`config.mk`:
```
export PLATFORM = sky130hd
export DESIGN_NAME = bootrom_arbiter
export DESIGN_NICKNAME = d
export VERILOG_FILES = /design/src/rtl/bootrom_arb_pkg.sv /design/src/rtl/bootrom_arb_pick.sv /design/src/rtl/bootrom_arbiter.sv
export SDC_FILE = /design/constraint.sdc
export NUM_CORES = 1
export LEC_CHECK = 0
export ABC_AREA = 1
export CORE_MARGIN = 2
export CORE_UTILIZATION = 40
export CTS_BUF_LIST = sky130_fd_sc_hd__clkbuf_4 sky130_fd_sc_hd__clkbuf_8
export CTS_CLUSTER_DIAMETER = 120
export CTS_CLUSTER_SIZE = 8
export DETAILED_ROUTE_END_ITERATION = 8
export DONT_BUFFER_PORTS = 1
export PLACE_DENSITY = 0.65
export SLEW_MARGIN = 20
export SYNTH_ARGS = -nofsm -noshare
export SYNTH_HDL_FRONTEND = slang
export SYNTH_HIERARCHICAL = 1
export SYNTH_SLANG_ARGS = --single-unit
```
`constraint.sdc`:
```
create_clock -name clk -period 4.45 [get_ports clk]
set_input_delay 0.89 -clock clk [delete_from_list [all_inputs] [get_ports clk]]
set_output_delay 0.89 -clock clk [all_outputs]
set_load 0.1 [all_outputs]
```
`src/rtl/bootrom_arb_pkg.sv`:
```
// ----------------------------------------------------------------------------
// bootrom_arb_pkg
// Shared types and constants for the boot ROM arbiter.
//   state_t    : arbiter FSM states (IDLE, READ, CAPTURE)
//   req_id_t   : requester identifier (REQ_CPU = 0, REQ_DBG = 1)
//   ROM_LATENCY: cycles from the enabled ROM edge until rom_data is valid
// ----------------------------------------------------------------------------
package bootrom_arb_pkg;

  typedef enum logic [1:0] {
    IDLE    = 2'd0,
    READ    = 2'd1,
    CAPTURE = 2'd2
  } state_t;

  typedef enum logic {
    REQ_CPU = 1'b0,
    REQ_DBG = 1'b1
  } req_id_t;

  localparam int ROM_LATENCY = 1;

endpackage : bootrom_arb_pkg

```
`src/rtl/bootrom_arb_pick.sv`:
```
// ----------------------------------------------------------------------------
// bootrom_arb_pick
// Combinational grant selection between the CPU and debug requesters.
// Build option: BOOTROM_ARB_RR_EN selects round-robin (tie goes to ptr);
// without it the CPU always wins a tie and there is no pointer input.
// Ports:
//   eligible [1:0] : bit per requester (index = req_id_t), 1 = may be granted
//   ptr            : requester favoured on a tie (round-robin build only)
//   grant          : chosen requester; meaningful only when eligible != 0
// ----------------------------------------------------------------------------
module bootrom_arb_pick
  import bootrom_arb_pkg::*;
(
  input  logic [1:0] eligible,
`ifdef BOOTROM_ARB_RR_EN
  input  req_id_t    ptr,
`endif
  output req_id_t    grant
);

`ifdef BOOTROM_ARB_RR_EN
  always_comb begin
    if (eligible == 2'b11) begin
      grant = ptr;
    end else if (eligible[REQ_DBG]) begin
      grant = REQ_DBG;
    end else begin
      grant = REQ_CPU;
    end
  end
`else
  always_comb begin
    grant = (!eligible[REQ_CPU] && eligible[REQ_DBG]) ? REQ_DBG : REQ_CPU;
  end
`endif

endmodule : bootrom_arb_pick

```
`src/rtl/bootrom_arbiter.sv`:
```
// ----------------------------------------------------------------------------
// bootrom_arbiter
// Shares one synchronous 16-bit boot ROM between a CPU and a debug/loader
// requester. An access takes IDLE -> READ -> CAPTURE; the ack (or berr) is a
// registered one-cycle pulse when CAPTURE completes. Out-of-window addresses
// never reach the ROM and get a berr one cycle after the grant.
// Build option: BOOTROM_ARB_RR_EN enables round-robin arbitration (default:
// fixed priority, CPU wins ties).
// Ports:
//   clk, rst_n                 : clock, asynchronous active-low reset
//   cpu_req/addr/data/ack/berr : CPU read port
//   dbg_req/addr/data/ack/berr : debug/loader read port
//   rom_addr, rom_enable       : ROM address (bit 0 clear) and clock enable
//   rom_data, rom_berr         : ROM read data and error, sampled in CAPTURE
//   busy                       : high whenever the FSM is not IDLE
// ----------------------------------------------------------------------------
module bootrom_arbiter
  import bootrom_arb_pkg::*;
#(
  parameter int          ROM_ADDR_BITS = 11,
  parameter logic [31:0] ROM_BASE      = 32'h0000_0000
) (
  input  logic        clk,
  input  logic        rst_n,
  input  logic        cpu_req,
  input  logic [31:0] cpu_addr,
  output logic [15:0] cpu_data,
  output logic        cpu_ack,
  output logic        cpu_berr,
  input  logic        dbg_req,
  input  logic [31:0] dbg_addr,
  output logic [15:0] dbg_data,
  output logic        dbg_ack,
  output logic        dbg_berr,
  output logic [31:0] rom_addr,
  output logic        rom_enable,
  input  logic [15:0] rom_data,
  input  logic        rom_berr,
  output logic        busy
);

  state_t      state_q, state_d;
  req_id_t     grant_q;
  req_id_t     pick_id;
  req_id_t     oob_id_q;
  logic        oob_pend_q;
  logic [1:0]  done_q;
  logic [1:0]  req_vec;
  logic [1:0]  eligible;
  logic [1:0]  ack_set, berr_set;
  logic [1:0]  ack_q, berr_q;
  logic [31:0] sel_addr;
  logic        sel_in_win;
  logic        grant_now;
  logic [31:0] rom_addr_q;
  logic [15:0] cpu_data_q, dbg_data_q;

  function automatic logic in_window(input logic [31:0] addr);
    logic [31:0] offset;
    offset = addr - ROM_BASE;
    return (addr >= ROM_BASE) && ((offset >> ROM_ADDR_BITS) == 32'd0);
  endfunction

  assign req_vec = {dbg_req, cpu_req};

  // A requester with an out-of-window berr still in flight is held off so the
  // same request is not granted twice before its done flag can be set.
  always_comb begin
    eligible = req_vec & ~done_q;
    if (oob_pend_q) begin
      eligible[oob_id_q] = 1'b0;
    end
  end

`ifdef BOOTROM_ARB_RR_EN
  req_id_t ptr_q;

  bootrom_arb_pick u_pick (
    .eligible (eligible),
    .ptr      (ptr_q),
    .grant    (pick_id)
  );

  // The pointer only moves on a contested grant, so an uncontested grant does
  // not steal the other requester's turn at the next tie.
  always_ff @(posedge clk or negedge rst_n) begin
    if (!rst_n) begin
      ptr_q <= REQ_CPU;
    end else if (state_q == IDLE && eligible == 2'b11) begin
      ptr_q <= (pick_id == REQ_CPU) ? REQ_DBG : REQ_CPU;
    end
  end
`else
  bootrom_arb_pick u_pick (
    .eligible (eligible),
    .grant    (pick_id)
  );
`endif

  assign grant_now  = (state_q == IDLE) && (eligible != 2'b00);
  assign sel_addr   = (pick_id == REQ_DBG) ? dbg_addr : cpu_addr;
  assign sel_in_win = in_window(sel_addr);

  // ---------------------------------------------------------------- FSM ----
  // NOTE: sequential state uses non-blocking assignments so every register
  // samples pre-edge values regardless of process ordering.
  always_ff @(posedge clk or negedge rst_n) begin
    if (!rst_n) begin
      state_q <= IDLE;
    end else begin
      state_q <= state_d;
    end
  end

  // NOTE: each combinational output gets a default first so no path can
  // leave it unassigned and infer a latch.
  always_comb begin
    state_d = state_q;
    case (state_q)
      IDLE:    if (grant_now && sel_in_win) state_d = READ;
      READ:    state_d = CAPTURE;
      CAPTURE: state_d = IDLE;
      default: state_d = IDLE;
    endcase
  end

  always_comb begin
    rom_enable = (state_q == READ);
    busy       = (state_q != IDLE);
  end

  // ------------------------------------------------------ completion -------
  // Pulses go only to a requester still asserting req; a withdrawn request
  // finishes silently.
  always_comb begin
    ack_set  = 2'b00;
    berr_set = 2'b00;
    if (oob_pend_q && req_vec[oob_id_q]) begin
      berr_set[oob_id_q] = 1'b1;
    end
    if (state_q == CAPTURE && req_vec[grant_q]) begin
      if (rom_berr) begin
        berr_set[grant_q] = 1'b1;
      end else begin
        ack_set[grant_q] = 1'b1;
      end
    end
  end

  // NOTE: the two data registers are ordinary flops, not a memory, so they
  // take the asynchronous reset like every other piece of state.
  always_ff @(posedge clk or negedge rst_n) begin
    if (!rst_n) begin
      grant_q    <= REQ_CPU;
      oob_pend_q <= 1'b0;
      oob_id_q   <= REQ_CPU;
      rom_addr_q <= 32'h0;
      done_q     <= 2'b00;
      ack_q      <= 2'b00;
      berr_q     <= 2'b00;
      cpu_data_q <= 16'h0000;
      dbg_data_q <= 16'h0000;
    end else begin
      oob_pend_q <= 1'b0;
      if (grant_now) begin
        grant_q    <= pick_id;
        rom_addr_q <= sel_addr & ~32'h1;
        if (!sel_in_win) begin
          oob_pend_q <= 1'b1;
          oob_id_q   <= pick_id;
        end
      end

      if (state_q == CAPTURE && !rom_berr) begin
        if (grant_q == REQ_DBG) begin
          dbg_data_q <= rom_data;
        end else begin
          cpu_data_q <= rom_data;
        end
      end

      ack_q  <= ack_set;
      berr_q <= berr_set;
      // Done holds from the completion pulse until req is seen low.
      done_q <= req_vec & (done_q | ack_set | berr_set);
    end
  end

  assign rom_addr = rom_addr_q;
  assign cpu_data = cpu_data_q;
  assign dbg_data = dbg_data_q;
  assign cpu_ack  = ack_q[REQ_CPU];
  assign dbg_ack  = ack_q[REQ_DBG];
  assign cpu_berr = berr_q[REQ_CPU];
  assign dbg_berr = berr_q[REQ_DBG];

endmodule : bootrom_arbiter

```
# Yosys cells after proc, flatten, opt, wreduce, memory -nomap -nowiden
# Index checks and enable logic that the tools add are counted.
dict set report totals {
  wordCells 66
  ramBits 0
  rom_bits 0
  inputBits 85
  reg_bits 74
  mem_count 0
  latchBits 0
}
dict set report op_classes {
  n_div 0
  n_eq_ne 3
  mul 0
  reduce_logical 18
  shifts 0
  bitwise 10
  magnitude_cmp 5
  muxes 20
  addsub 0
}
# op count
set ops {}
lappend ops {{>= comparator 32 x 1 -> 1 bit, second input constant} 1}
lappend ops {{logical NOT 32 bit} 1}
lappend ops {{2-to-1 mux 32 bit} 1}
lappend ops {{2-to-1 mux 2 bit} 7}
lappend ops {{logical AND 1 bit} 9}
lappend ops {{2-to-1 mux 1 bit} 9}
lappend ops {{bitwise AND 2 bit} 3}
lappend ops {{bitwise OR 2 bit} 3}
lappend ops {{AND reduction 2 bit} 3}
lappend ops {{< comparator 1 x 2 -> 1 bit, second input constant} 2}
lappend ops {{inverter 2 bit} 2}
lappend ops {{one-hot mux 2 bit (2 select lines)} 1}
lappend ops {{nonzero test 2 bit} 2}
lappend ops {{demux 1 bit (select 1 bit)} 2}
lappend ops {{== test 2 x 1 -> 1 bit, second input constant} 1}
lappend ops {{== test 2 bit, second input constant} 1}
lappend ops {{>= comparator 1 bit, second input constant} 2}
lappend ops {{logical NOT 1 bit} 2}
lappend ops {{logical NOT 2 bit} 1}
lappend ops {{inequality test 2 x 1 -> 1 bit, second input constant} 1}
lappend ops {{inverter 1 bit} 2}

# Longest topological paths before layout
# Gate-level depths: netlist of the first run.
dict set report logic_depth {
  depth_word 16
  depth_mapped 17
  mapped_depth_nobuf 15
}

# Cells and area by module
# Netlist of the first run, hierarchy kept.
# mod n_inst area_each_um2 cells_per_inst
set modules_own_cells {}
lappend modules_own_cells {bootrom_arbiter 1 3273.1 400}
lappend modules_own_cells {bootrom_arb_pick 1 10.0 2}

# Worst setup path before layout of the first run
# No wires, ideal clock.
dict set report synth_path {
  path_kind {register -> output}
  startpoint {register state_q[0]}
  endpoint {output rom_enable}
  path_slack_ns 1.894
  t_required_ns 3.560
  t_arrival_ns 1.666
  path_stages_with_launch 3
  cell_sequence {dfrtp_1 -> inv_1 -> nor2_1}
}
dict set report synth_via {
  elab_chain_cells 1
}
# element line_no
set synth_lines {}
lappend synth_lines {{start, declared} bootrom_arbiter.sv:42} ;# state_t state_q, state_d;
lappend synth_lines {{start signal, assigned} bootrom_arbiter.sv:111} ;# state_q <= state_d;
lappend synth_lines {{== test 2 x 1 -> 1 bit} bootrom_arbiter.sv:128} ;# rom_enable = (state_q == READ);
lappend synth_lines {{end, declared} bootrom_arbiter.sv:36} ;# output logic rom_enable,
# No other way between the ends.

# Worst setup path in the final report of the first run
# Ends and elaborated chain as after synthesis.

==> results of run 1 <==
## kinds of logic after synthesis
group / Yosys count / synth area share
simple gates: 219 / 0.2652
flops: 74 / 0.5640
compound gates: 53 / 0.08917
other cells: 1 / 0.001142
buf+inv: 55 / 0.08041
## cell usage in the layout (no fill, tap or decap), types with 2 or more instances in the layout
| master | synthesis | layout |
|---|---|---|
| dfrtp_1 | 74 | 74 |
| o31ai_1 | 10 | 10 |
| or2_1 | 2 | 2 |
| clkbuf_8 | 0 | 9 |
| clkinvlp_4 | 0 | 4 |
| nand3_1 | 5 | 4 |
| inv_1 | 33 | 33 |
| nor2_2 | 3 | 4 |
| nand2_2 | 4 | 4 |
| a31oi_1 | 2 | 2 |
| o21ai_0 | 38 | 38 |
| nand3_2 | 1 | 2 |
| nor2_1 | 42 | 41 |
| nand2_1 | 159 | 159 |
| o21ai_1 | 3 | 3 |
## stage by stage
stage | instances | utilization | hold WS, ns
floorplan | 402 | - | 0.4444
global placement | 488 | 0.4071 | 0.4765
detailed placement | 488 | 0.4071 | 0.4843
CTS | 504 | 0.4287 | 0.2139
global route | 504 | 0.4293 | 0.1925
finish | 504 | 0.4293 | 0.2334
## path summary, 6_finish.rpt
check | start | endpoint | slack, ns | depth (start not counted)
min | rst_n | cpu_data[0] | 0.23 | 0
max reg2reg | oob_id_q | oob_id_q | 2.25 | 16
max | state_q[0] | rom_enable | 1.94 | 2
min reg2reg | state_q[1] | state_q[1] | 0.49 | 1
max in group asynchronous | rst_n | rom_addr[16] | 4.10 | 0
min in group clk | state_q[1] | state_q[1] | 0.49 | 1
## metal layers
| layer | up-vias | part of all wire | wire length (um) | track usage |
|---|---|---|---|---|
| li1 | 1218 | - | - | - |
| met5 | - | 0 | 0 | 0 |
| met3 | 12 | 0.10 | 689 | 0.06943 |
| met4 | 0 | 0.014 | 94 | 0.05556 |
| met1 | 1124 | 0.44 | 2985 | 0.1917 |
| met2 | 116 | 0.44 | 2954 | 0.2292 |
## final cells by class
class,count,share of cell area
sequential,74,0.5330
inverter,35,0.03853
timing repair buffer,1,0.002161
clock inverter,6,0.01260
tap,105,0.03781
multi-input combinational,273,0.3381
clock buffer,10,0.03781
## sequential cells by signal, indices dropped and copies added, names as in the netlist, 2 cells and up
name,flops
berr_q,2
dbg_data,16
state_q,2
done_q,2
cpu_data,16
rom_addr,31
ack_q,2
## power groups by stage
stage | registers [mW] | clock network (mW) | logic [mW]
2_1_floorplan | 1.98 | 0 | 0.422
3_3_place_gp | 2.01 | 0 | 0.441
3_5_place_dp | 2.01 | 0 | 0.459
4_1_cts | 2.00 | 0.473 | 0.456
5_1_grt | 2.02 | 0.509 | 0.529
6_report | 2.00 | 0.457 | 0.446
## critical path: stages (launching register included)
cell,delay (ns)
dfrtp_1,0.38
inv_1,0.07
nor2_2,0.82
==> impl_results.md, run 1 <==
* Outcome: completed
* Area Overhead vs Synth at 5.831%
* Post-synth EDFFs at 0
* Area of the core at approximately 8100 um2
* Multi-input gate area at approximately 1200 um2
* CTS tree: done
* Vias in the first global route at 2171
* Post-cts gate resize count at 0
* TritonCTS Buffers at 9
* Sequential cell area at 1852 um2
* Clock power share at 0.158
* # hold bufs at CTS at 0
* Post-place setup slack at 1.819 ns
* Yosys reg bits at 74
* Syn_area_per_cell at between 8 and 9 um2
* Share of layout cells above drive strength 1 at 0.07769
* Setup Viol. Count Final at 0
* CP required at 3.56 ns
* Clock tree sinks at 74
* Worst setup EP type: output port
* Starting Density at 0.4057
* Max-slew violations at 0
* Buffers added on ports at 0
* Most common cell in the netlist: nand2_1
* # rows at 33
* Commonest cells in the netlist: nand2_1, dfrtp_1, nor2_1, o21ai_0, inv_1
* Placed Area at 3294 um2
* GP Congestion at roughly 0.69
* Post-CTS Setup Inserts at 0
* Top FF cell, synth: dfrtp_1
* Sequential share of power at 0.689
* Combinational share of power at 0.154
* Crit path launch type: flop
* Final hold violation count at 0
* Measured slew at the worst slew-check pin at 1.086 ns
* Relative slew slack at 0.2750
* Max cap viols at 0
* Tot Pwr at 2.902 mW
* Largest net degree at the start of global routing at 75
* DR vias/cell at slightly below 5
* Synthesized cell area at 3283 um2
* Synthesized Nets at about 500
* Initial drt markers at 67
* Max Clk Rate at 399.0 MHz
* Global Route Usage Sum at 0.1518
* Min cycle time layout at 2.506 ns
* Die area at 8948 um2
* DP HPWL at 4.751 mm
* ANT cells at 0
* DRT Pass-1 Iters at 4
* CP Max Fanout at 3
* RSZ-0062 raised after global routing: no
* Mapped Cells at 402
* Synth warn at 6
* Fillers at 810
* CP Class: reg2out
* Initial antenna violation count at 0
* Setup TNS at 0 ns
* Detailed-route via count at 2470
* Period utilization at 0.5633
* Reg clk slew, reported paths at 0.08 ns
* Die width at 94.60 um
* Clock Skews at 0.009746 ns
* Wire per inst at 13.34 um
* Post-synthesis cell type count at 23
* Register area share after synthesis at 0.5640
* Clock tree buffer depth at 2
* Skew-Pair Late Insertion Delay at 0.34 ns
* CP Data Arrival Time at approximately 1.6 ns
* Power Internal at 1.161 mW
* Final #Nets at 479
* Detailed Route WL at between 6 and 7 mm
* First-pass GRT wire length at 10.49 mm
* Final instance area at 3475 um2
* Switching power at 1.741 mW
* P per Cell Area at between 800 and 900 nW/um2
* FFs w/ async S/R, synth at 1.000
* Synth area leader: dfrtp_1
* Htree depth at 3
* Setup ws final at 1.944 ns
* Sw Share at 0.5999
* Total global routing overflow at 0
* Worst VDD drop at 0.5845 mV
* Yosys top cell area share at 0.5640
* Chip Height at 94.60 um
* Ranking of synthesized cells by area: dfrtp_1, nand2_1, o21ai_0, nor2_1, inv_1
* HP Class: in2async
* Static power due to leakage at 1.803 nW
* DRT antenna net count at 0
* I/O pins at ~160
* DRC Markers at 0
* CTS Root Cell: clkbuf_8
Note: power is estimated with default switching activity, not from simulation.
==> run 2, diff against run 1 <==
Settings changed: PLACE_DENSITY 0.65 to 0.67.
Clock period 4.45 ns to 2.2 ns, I/O delays scaled along.
==> run 2 against run 1 <==
Die area is the same. Sequential share of layout area shrank 8.4 points. Combinational power grew to 8.5 times the previous value. Non-clock buffer count grew 76. Clock power grew 130%. Sequential power shrank 11%. Wire length grew 12%. Power grew 130%. Register-to-register slack lost 2.0 ns. Clock skew grew 0.0019 ns. Final cell count grew 15%. Worst setup slack lost 1.7 ns. Largest cell class unchanged.
==> impl_results.md, run 2 (synthesis gave the netlist of run 1 again) <==
* Detailed Route WL at 7.514 mm
* Starting Density at 0.4057
* CP Max Fanout at 16
* CTS Root Cell: clkbuf_8
* GP Congestion at 0.7341
* Share of layout cells above drive strength 1 at 0.2232
* Crit-path max cell delay at 0.40 ns
* Hold Path Stages at 2
* Largest net degree at the start of global routing at 75
* CP most frequent cell: nand2_1
* Slowest stage cell on the critical path: dfrtp_1
* # rows at 33
* Period utilization at 0.8913
* Family with the most delay on the worst path: simple AND/OR/NAND/NOR gates
* Reg2Reg Depth at 16
* GR Layer Usage met1 at 0.2112
* R2R Path End: oob_id_q
* Final hold violation count at 0
* ANT cells at 0
* DRT Pass-1 Iters at 4
* Fillers at 800
* Chip Height at 94.60 um
* Wire per inst at approximately 13 um
* Commonest non-fill, non-tap cell in the layout: nand2_1
* Worst Hold End: done_q[1]
* Number of flip-flops in the largest register at 31
* Total global routing overflow at 0
* CP Class: reg2reg
* Met3 usage at 0.06145
* Final #Nets at 555
* Worst hold start: dbg_req
* Area of the core at 8093 um2
* CP cell instances: nand2_1 > nand2_1 > nor2_1 > inv_1 > nor2_4 > buf_4 > clkbuf_16 > nand2_1 > nand2_1 > nor2_1 > nand2_1 > nor2_2 > nand3_2 > nand2_1 > nand2_1 > nand2_1
* Most frequent cells in the layout: nand2_1, dfrtp_1, buf_4
* Initial drt markers at 81
* First-pass GRT wire length at 11.90 mm
* Worst setup EP type: flop
* Worst VDD drop at between 1 and 1.5 mV
* DRC Markers at 0
* HP Class: in2reg
* Crit path launch type: flop
* DP HPWL at 5.374 mm
* Clock tree sinks at 74
* CP required at roughly 2.4 ns
* CP Data Arrival Time at 2.19 ns
* Min cycle time layout at 1.961 ns
* Skew-Pair Late Insertion Delay at 0.34 ns
* Clock Skews at around 0.012 ns
* P per Cell Area at between 1500 and 2000 nW/um2
* Tot Pwr at 6.594 mW
* Global Route Usage Sum at 0.1716
* Max cap viols at 0
* Sequential cell area at 1852 um2
* Initial antenna violation count at 0
* Worst R2R Start: oob_id_q
* Setup Viol. Count Final at 0
* Multi-input gate area at 1177 um2
* Reg2reg setup slack at between 0.2 and 0.25 ns
* Max Clk Rate at 510.0 MHz
* DR vias/cell at ~4.7
* Detailed-route via count at 2732
* GRT busiest layer: met2
* Reg clk slew, reported paths at 0.08 ns
* TritonCTS Buffers at 9
* Htree depth at 3
* Vias in the first global route at 2564
* I/O pins at between 150 and 200
* Buffers added on ports at 0
* Final Util at 0.5102
* CP Buf/Inv Count at 3
* RSZ-0062 raised after global routing: no
* DRT antenna net count at 0
* Static power due to leakage at about 2.2 nW
* CTS tree: done
* Max-slew violations at 0
* Die area at 8948 um2
* Outcome: completed
* Die width at 94.60 um
* GR Layer Usage met2 at 0.2833
* Clock tree buffer depth at 2
* Area Overhead vs Synth at 25.76%
* Setup TNS at 0 ns
run 2: cell count changes in the layout (fill, tap and decap cells not counted), sizes merged:
cell         previous run  this run
buf                     1        75
bufinv                  0         1
clkinv                  2         4
clkinvlp                4         1
dlygate4sd3             0         1
inv                    35        36
run 2: timing repair:
item	CTS	global route
buffers inserted	0	1
gates resized for setup	0	3
hold buffers	2	0
endpoints found under the setup margin	0	2
hold endpoints to repair	74	0
run 2: how the worst max path moves through the flow:
stage,start,to,cells after the start
6_report,oob_id_q,oob_id_q,16
3_3_place_gp,oob_id_q,oob_id_q,15
2_1_floorplan,state_q[0],rom_enable,2
5_1_grt,oob_id_q,oob_id_q,15
3_5_place_dp,oob_id_q,oob_id_q,15
4_1_cts,oob_id_q,oob_id_q,15
run 2: power breakdown:
group | internal [mW] | switching (mW) | total (mW)
combinational | 0.727 | 3.05 | 3.78
sequential | 1.68 | 0.100 | 1.78
clock | 0.531 | 0.506 | 1.04
total | 2.94 | 3.66 | 6.59
run 2: area by class of cell:
cell class,instances,area share
clock inverter,7,0.01879
clock buffer,9,0.03000
multi-input combinational,273,0.2852
tap,105,0.03182
inverter,35,0.03303
timing repair buffer,77,0.1527
sequential,74,0.4485
run 2: metrics by stage:
step	hold WS, ns	instances	cell area (um2)	setup WS (ns)
2_1_floorplan	0.1444	402	3283	0.09367
3_3_place_gp	0.1467	560	3847	0.2062
3_5_place_dp	0.1461	560	3847	0.1637
4_1_cts	0.2245	578	4086	0.1386
5_1_grt	0.2325	580	4129	0.01505
6_report	0.2568	580	4129	0.2391
run 2: worst reg2reg max path, cell delays in order (launching register included):
cell and delay, ns:
dfrtp_1 0.40, nand2_1 0.09, nand2_1 0.05, nor2_1 0.13, inv_1 0.09, nor2_4 0.20
buf_4 0.16, clkbuf_16 0.16, nand2_1 0.06, nand2_1 0.08, nor2_1 0.04, nand2_1 0.07
nor2_2 0.05, nand3_2 0.08, nand2_1 0.07, nand2_1 0.07, nand2_1 0.04
run 2: per-layer routing:
| layer | share of wire | vias to the layer above |
|---|---|---|
| met5 | 0 | - |
| met4 | 0.011 | 0 |
| met3 | 0.090 | 9 |
| met2 | 0.47 | 115 |
| met1 | 0.43 | 1232 |
| li1 | - | 1376 |
